File: src/rtl/tpu_result_streamer_pkg.sv
// Shared TPU result-matrix definitions: FSM state encoding and matrix placement in feature memory.
package tpu_result_streamer_pkg;

    typedef enum logic [2:0] {
        ST_IDLE  = 3'd0,
        ST_FETCH = 3'd1,
        ST_LOAD  = 3'd2,
        ST_SEND  = 3'd3,
        ST_DONE  = 3'd4
    } state_t;

    localparam int RESULT_DATA_W    = 8;
    localparam int RESULT_ADDR_W    = 5;
    localparam int RESULT_BASE_ADDR = 16;
    localparam int MATRIX_ELEMS     = 16;

endpackage

File: src/rtl/tpu_result_streamer.sv
// Reads the 4x4 result matrix back from feature memory and streams it row-major
// on port_O with a valid/ready handshake, one element per fetch/load/send round.
module tpu_result_streamer
    import tpu_result_streamer_pkg::*;
#(
    parameter int DATA_W    = RESULT_DATA_W,
    parameter int ADDR_W    = RESULT_ADDR_W,
    parameter int BASE_ADDR = RESULT_BASE_ADDR,
    parameter int NUM_ELEMS = MATRIX_ELEMS
) (
    input  logic              clk,
    input  logic              rst,
    input  logic              start,
    output logic              mem_rd_en,
    output logic [ADDR_W-1:0] mem_rd_addr,
    input  logic [DATA_W-1:0] mem_rd_data,
    output logic [DATA_W-1:0] port_O,
    output logic              out_valid,
    input  logic              out_ready,
    output logic              out_last,
    output logic              busy,
    output logic              done
);

    localparam int IDX_W = (NUM_ELEMS > 1) ? $clog2(NUM_ELEMS) : 1;
    localparam logic [IDX_W-1:0] LAST_IDX = IDX_W'(NUM_ELEMS - 1);

    // The whole matrix must be addressable without the address add wrapping.
    if (BASE_ADDR + NUM_ELEMS - 1 > (1 << ADDR_W) - 1) begin : g_addr_range_guard
        $error("tpu_result_streamer: BASE_ADDR+NUM_ELEMS-1 exceeds ADDR_W address space");
    end

    state_t              state_q, state_d;
    logic [IDX_W-1:0]    idx_q, idx_d;
    logic [DATA_W-1:0]   port_d;
    logic                valid_d, last_d;
    logic                rd_en_d;
    logic [ADDR_W-1:0]   rd_addr_d;

    always_comb begin
        state_d   = state_q;
        idx_d     = idx_q;
        port_d    = port_O;
        valid_d   = out_valid;
        last_d    = out_last;
        case (state_q)
            ST_IDLE: begin
                if (start) begin
                    state_d = ST_FETCH;
                    idx_d   = '0;
                end
            end
            ST_FETCH: state_d = ST_LOAD;
            ST_LOAD: begin
                port_d  = mem_rd_data;
                valid_d = 1'b1;
                last_d  = (idx_q == LAST_IDX);
                state_d = ST_SEND;
            end
            ST_SEND: begin
                if (out_valid && out_ready) begin
                    valid_d = 1'b0;
                    last_d  = 1'b0;
                    if (idx_q == LAST_IDX) begin
                        state_d = ST_DONE;
                    end else begin
                        idx_d   = idx_q + 1'b1;
                        state_d = ST_FETCH;
                    end
                end
            end
            ST_DONE: state_d = ST_IDLE;
            default: state_d = ST_IDLE;
        endcase

        // Read strobe is registered so it lines up with the cycle spent in FETCH.
        rd_en_d   = (state_d == ST_FETCH);
        rd_addr_d = rd_en_d ? (ADDR_W'(BASE_ADDR) + ADDR_W'(idx_d)) : mem_rd_addr;
    end

    always_ff @(posedge clk or posedge rst) begin
        if (rst) begin
            state_q     <= ST_IDLE;
            idx_q       <= '0;
            port_O      <= '0;
            out_valid   <= 1'b0;
            out_last    <= 1'b0;
            mem_rd_en   <= 1'b0;
            mem_rd_addr <= '0;
        end else begin
            state_q     <= state_d;
            idx_q       <= idx_d;
            port_O      <= port_d;
            out_valid   <= valid_d;
            out_last    <= last_d;
            mem_rd_en   <= rd_en_d;
            mem_rd_addr <= rd_addr_d;
        end
    end

    assign busy = (state_q != ST_IDLE);
    assign done = (state_q == ST_DONE);

endmodule
File: config.mk
export PLATFORM = sky130hd
export DESIGN_NAME = tpu_result_streamer
export DESIGN_NICKNAME = d
export VERILOG_FILES = /design/src/rtl/tpu_result_streamer_pkg.sv /design/src/rtl/tpu_result_streamer.sv
export SDC_FILE = /design/constraint.sdc
export NUM_CORES = 1
export LEC_CHECK = 0
export ABC_AREA = 0
export CORE_UTILIZATION = 39
export DETAILED_ROUTE_END_ITERATION = 6
export GPL_ROUTABILITY_DRIVEN = 0
export PLACE_DENSITY = 0.73
export SYNTH_ARGS = -nofsm -noshare
export SYNTH_HDL_FRONTEND = slang
export SYNTH_SLANG_ARGS = --single-unit
File: constraint.sdc
create_clock -name clk -period 2.95 [get_ports clk]
set_input_delay 0.59 -clock clk [delete_from_list [all_inputs] [get_ports clk]]
set_output_delay 0.59 -clock clk [all_outputs]
set_load 0.03 [all_outputs]
# Yosys cells after proc, flatten, opt, wreduce, memory -nomap -nowiden
# Index checks and enable logic that the tools add are counted.
[totals] ff_bits=23
[classes] n_addsub=2 n_eq_ne=7 muxes=11 n_reduce_logical=5
[ops] op="4-bit two-way mux" n=3
[ops] op="3-bit case mux with 4 select lines" n=1
[ops] op="3-bit two-way mux" n=3
[ops] op="4-bit case mux with 2 select lines" n=1
[ops] op="3-bit by 1-bit == test with 1-bit output, second input constant" n=2
[ops] op="3-bit by 2-bit == test with 1-bit output, second input constant" n=2
[ops] op="5-bit by 4-bit adder with 5-bit output, first input constant" n=1
[ops] op="4-bit by 1-bit adder with 4-bit output, second input constant" n=1
[ops] op="4-bit == test, second input constant" n=1
[ops] op="1-bit case mux with 2 select lines" n=2
[ops] op="3-bit == test, second input constant" n=1
[ops] op="3-bit zero test" n=1
[ops] op="3-bit nonzero test" n=1
[ops] op="2-bit != test, second input constant" n=1
[ops] op="2-bit AND reduction" n=1
[ops] op="2-bit nonzero test" n=1
[ops] op="1-bit logical AND" n=1
[ops] op="1-bit two-way mux" n=1

# Logic depth before layout (Yosys ltp)
[logic_depth] word_depth=5 ltp_mapped=4 ltp_nobuf=4

# Worst setup path before layout
# No wires, ideal clock.
[synth_path] path_kind="register to output" from="register state_q[0]" to="output port done" t_arrival_ns=1.391 slack_ns=0.969 stages_incl_launch_ff=3 n_path_buf=1 cell_sequence="dfrtp_1 > clkbuf_1 > nor3b_1"
[synth_via] elab_chain_len=1
[synth_rtl] item="from (decl)" line_no="tpu_result_streamer.sv:33" rtl="state_t state_q, state_d;"
[synth_rtl] item="from (signal assigned)" line_no="tpu_result_streamer.sv:91" rtl="state_q <= state_d;"
[synth_rtl] item="3-bit == test" line_no="tpu_result_streamer.sv:102" rtl="assign done = (state_q == ST_DONE);"
[synth_rtl] item="to (decl)" line_no="tpu_result_streamer.sv:22" rtl="output logic done"
# Every way passes these cells.

# Final worst setup path
[layout_path] from="register state_q[0]" to="output port busy"
[layout_via] elab_chain_len=1
[layout_rtl] item="3-bit nonzero test" line_no="tpu_result_streamer.sv:101" rtl="assign busy = (state_q != ST_IDLE);"
[layout_rtl] item="to (decl)" line_no="tpu_result_streamer.sv:21" rtl="output logic busy,"
# Every way passes these cells.

==> results.ini <==
[status]
run_status=completed

[synth]
synth.ff_latch_count=23
synth.top_cell.area_share_pct=55.7
postSynthAreaPerCell_sq_um=12.9
netlist.top_cell.by_area=sky130_fd_sc_hd__dfrtp_1
synth.distinct_cells=35
synthAdderAreaFrac_pct=1.21
postSynth.asyncResetShare_pct=100
synth.net_count=93
ys_top_cells_by_area=sky130_fd_sc_hd__dfrtp_1 (56%), sky130_fd_sc_hd__mux2_2 (8.7%), sky130_fd_sc_hd__mux2i_1 (2.9%)
synth_compound_area_share_pct=13.6
synth.yosys.seq_area_share_pct=55.7
synth-warning-count=0
synthXorXnorAreaFrac_pct=0.847
post_synth_inst_count=80
synthMuxAreaShare_pct=11.6
synthesis.area_sq_um=1030
synth_top_family_by_area=compound AO/OA/AOI/OAI gates
synth_edf_count=0
synth_simple_gate_area_share_pct=13.4
postSynth.topFlopCell=sky130_fd_sc_hd__dfrtp_1

[floorplanning]
num_io_pins=30
core_area_sq_um=2500
die-height_um=53.5
die-area_sq_um=2860
placementRows=18
start_util_pct=41.3
chipWidth_um=53.5

[drt]
drt-wirelength-per-cell_um=14.6
first_pass_iters=4
avg_vias_per_cell=5.20
final_antenna_net_count=0
via_count=728
detail_route.wirelength_mm=2.04
residual_drc=0
first_iter_violations=3

[place]
buffer_ports.inserted=29
dp.final_hpwl_mm=1.39
dpl-instance-area_sq_um=1340

[pwr]
irDropWorstVdd_uv=631
power.density_cell_area_nw_per_um2=921
total_leakage_power_uw=0.000573

[timing]
slew-limit-headroom_pct=41.5
holdWs_ns=0.491
tightestPinTransition_ns=0.876
setup_total_negative_slack_ns=0
skew_ns=0.00423
maxSlewViolCount=0
setup_viol_count_final=0
maxClockFrequency_mhz=404
period_needed_ns=2.48
period_share_pct=83.9
hold_violations=0
rsz0062_at_grt=no

[global_route]
gr-usage-all-layers_pct=16.6
antenna_found_initial=0
grt_pass1_wl_mm=3.19
via_count_of_the_first_global_routing_pass=704
pin_count_of_the_biggest_net_entering_global_routing=24
global_route.overflow_total=0

[clocking]
cts.sink_count=23
clk_root_buffer_cell=sky130_fd_sc_hd__clkbuf_4
worstSkewPairLatency_ns=0.31
cts_tree=done
post_cts_hold_buffer_count=0
cts_resized=0
ctsHtreeMaxLevel=1
inserted_clock_buffers=3
clk_pin_slew_ns=0.12
postCtsSetupRepairBufs=0
cts_buffer_depth=2

[layout]
postLayoutCellArea_sq_um=1360
fill_cells=230
antenna_cells=0
multi_input_comb_area_sq_um=420
layout-drive-gt1-share_pct=14.5
layout.nets=124
core_util_final_pct=54.5
seqCellArea_sq_um=576
layout-area-overhead-vs-synth_pct=31.7

[setup_path]
crit_path_start=state_q[0]
worst_path_largest_cell_delay_ns=0.59
critical_path_required_ns=2.36
path_depth=2
cp_num_buf_inv=1
cp_top_family=buffers and inverters
timing.critical_path.to_type=primary output
crit_path_cell_trace=or3_1, clkdlybuf4s50_1
critical_path_arrival_ns=1.89
timing.critical_path.from_type=flip-flop
endpoint=busy
regToRegStartpoint=idx_q[0]
critPathKind=reg2out
crit_path_max_fanout=15
timing.rr.end=mem_rd_addr[2]
critical-path-slowest-cell=sky130_fd_sc_hd__clkdlybuf4s50_1
timing.reg2reg.worst_path_depth=4
ff2ff_setup_slack_ns=1.26

[worst_hold_path]
hold_path_class=reg2reg

[flow_run]
cap_violations=0

==> final cells by class <==
cell class / instances / share of cell area [%]
multi-input combinational: 51 / 30.9
sequential: 23 / 42.3
clock buffer: 4 / 1.93
timing repair buffer: 29 / 21.3
inverter: 3 / 0.827
tap: 30 / 2.76
==> where the power goes <==
| group | internal [uW] | switching [uW] |
|---|---|---|
| logic | 283 | 311 |
| registers | 427 | 88.4 |
| clock network | 52.8 | 92.6 |
| total | 762 | 491 |
==> how the worst min path moves through the flow <==
stage | end | slack, ns | start | cells after the start
global route | mem_rd_addr[0] | 0.53 | mem_rd_addr[0] | 1
detailed placement | mem_rd_addr[4] | 0.47 | mem_rd_addr[4] | 1
finish | mem_rd_addr[4] | 0.49 | mem_rd_addr[4] | 1
global placement | mem_rd_addr[4] | 0.45 | mem_rd_addr[4] | 1
floorplan | mem_rd_addr[0] | 0.48 | idx_q[0] | 1
CTS | mem_rd_addr[4] | 0.51 | mem_rd_addr[4] | 1
==> metal layers <==
layer	up-vias	share of wire, %	GRT usage [%]	routed length (um)
met3	4	3.2	3.74	65
met4	0	2.2	11.0	45
met2	16	48	23.3	982
met1	354	46	22.3	943
met5	-	0	0	0
li1	354	-	-	-
==> registers in the layout, indices dropped and copies added, names as in the netlist <==
register / cells
state_q: 3
idx_q: 4
mem_rd_en: 1
out_valid: 1
port_O: 8
mem_rd_addr: 5
out_last: 1
==> cell usage after synthesis (2+ instances only) <==
| master | n |
|---|---|
| sky130_fd_sc_hd__a32o_1 | 2 |
| sky130_fd_sc_hd__buf_6 | 2 |
| sky130_fd_sc_hd__inv_1 | 3 |
| sky130_fd_sc_hd__o21bai_1 | 2 |
| sky130_fd_sc_hd__nand2b_1 | 3 |
| sky130_fd_sc_hd__nand3_1 | 2 |
| sky130_fd_sc_hd__nand2_1 | 4 |
| sky130_fd_sc_hd__nor2b_1 | 2 |
| sky130_fd_sc_hd__mux2i_1 | 3 |
| sky130_fd_sc_hd__mux2_2 | 8 |
| sky130_fd_sc_hd__a21oi_1 | 2 |
| sky130_fd_sc_hd__dfrtp_1 | 23 |
| sky130_fd_sc_hd__a31oi_1 | 2 |
==> per-stage QoR <==
stage	instances	power (uW)	worst slack [ns]
6_report	140	1250	0.475
5_1_grt	140	1320	0.396
4_1_cts	140	1270	0.463
3_5_place_dp	136	1120	0.833
3_3_place_gp	136	1100	0.847
2_1_floorplan	80	885	0.969
==> cell families after synthesis <==
family / after synthesis
fa+ha+maj: 1
flops: 23
simple gates: 21
compound gates: 17
xor+xnor: 1
mux: 11
buf+inv: 6
==> layout by cell type, fill, tap and decap left out, types with 2 or more instances in the layout <==
| cell type | n |
|---|---|
| sky130_fd_sc_hd__clkdlybuf4s50_1 | 29 |
| sky130_fd_sc_hd__dfrtp_1 | 23 |
| sky130_fd_sc_hd__mux2_2 | 8 |
| sky130_fd_sc_hd__nand2_1 | 4 |
| sky130_fd_sc_hd__nand2b_1 | 3 |
| sky130_fd_sc_hd__inv_1 | 3 |
| sky130_fd_sc_hd__mux2i_1 | 3 |
| sky130_fd_sc_hd__clkbuf_4 | 3 |
| sky130_fd_sc_hd__nand3_1 | 2 |
| sky130_fd_sc_hd__a21oi_1 | 2 |
| sky130_fd_sc_hd__nor2b_1 | 2 |
| sky130_fd_sc_hd__o21bai_1 | 2 |
| sky130_fd_sc_hd__a32o_1 | 2 |
| sky130_fd_sc_hd__a31oi_1 | 2 |
(Power assumes the default switching activity.)
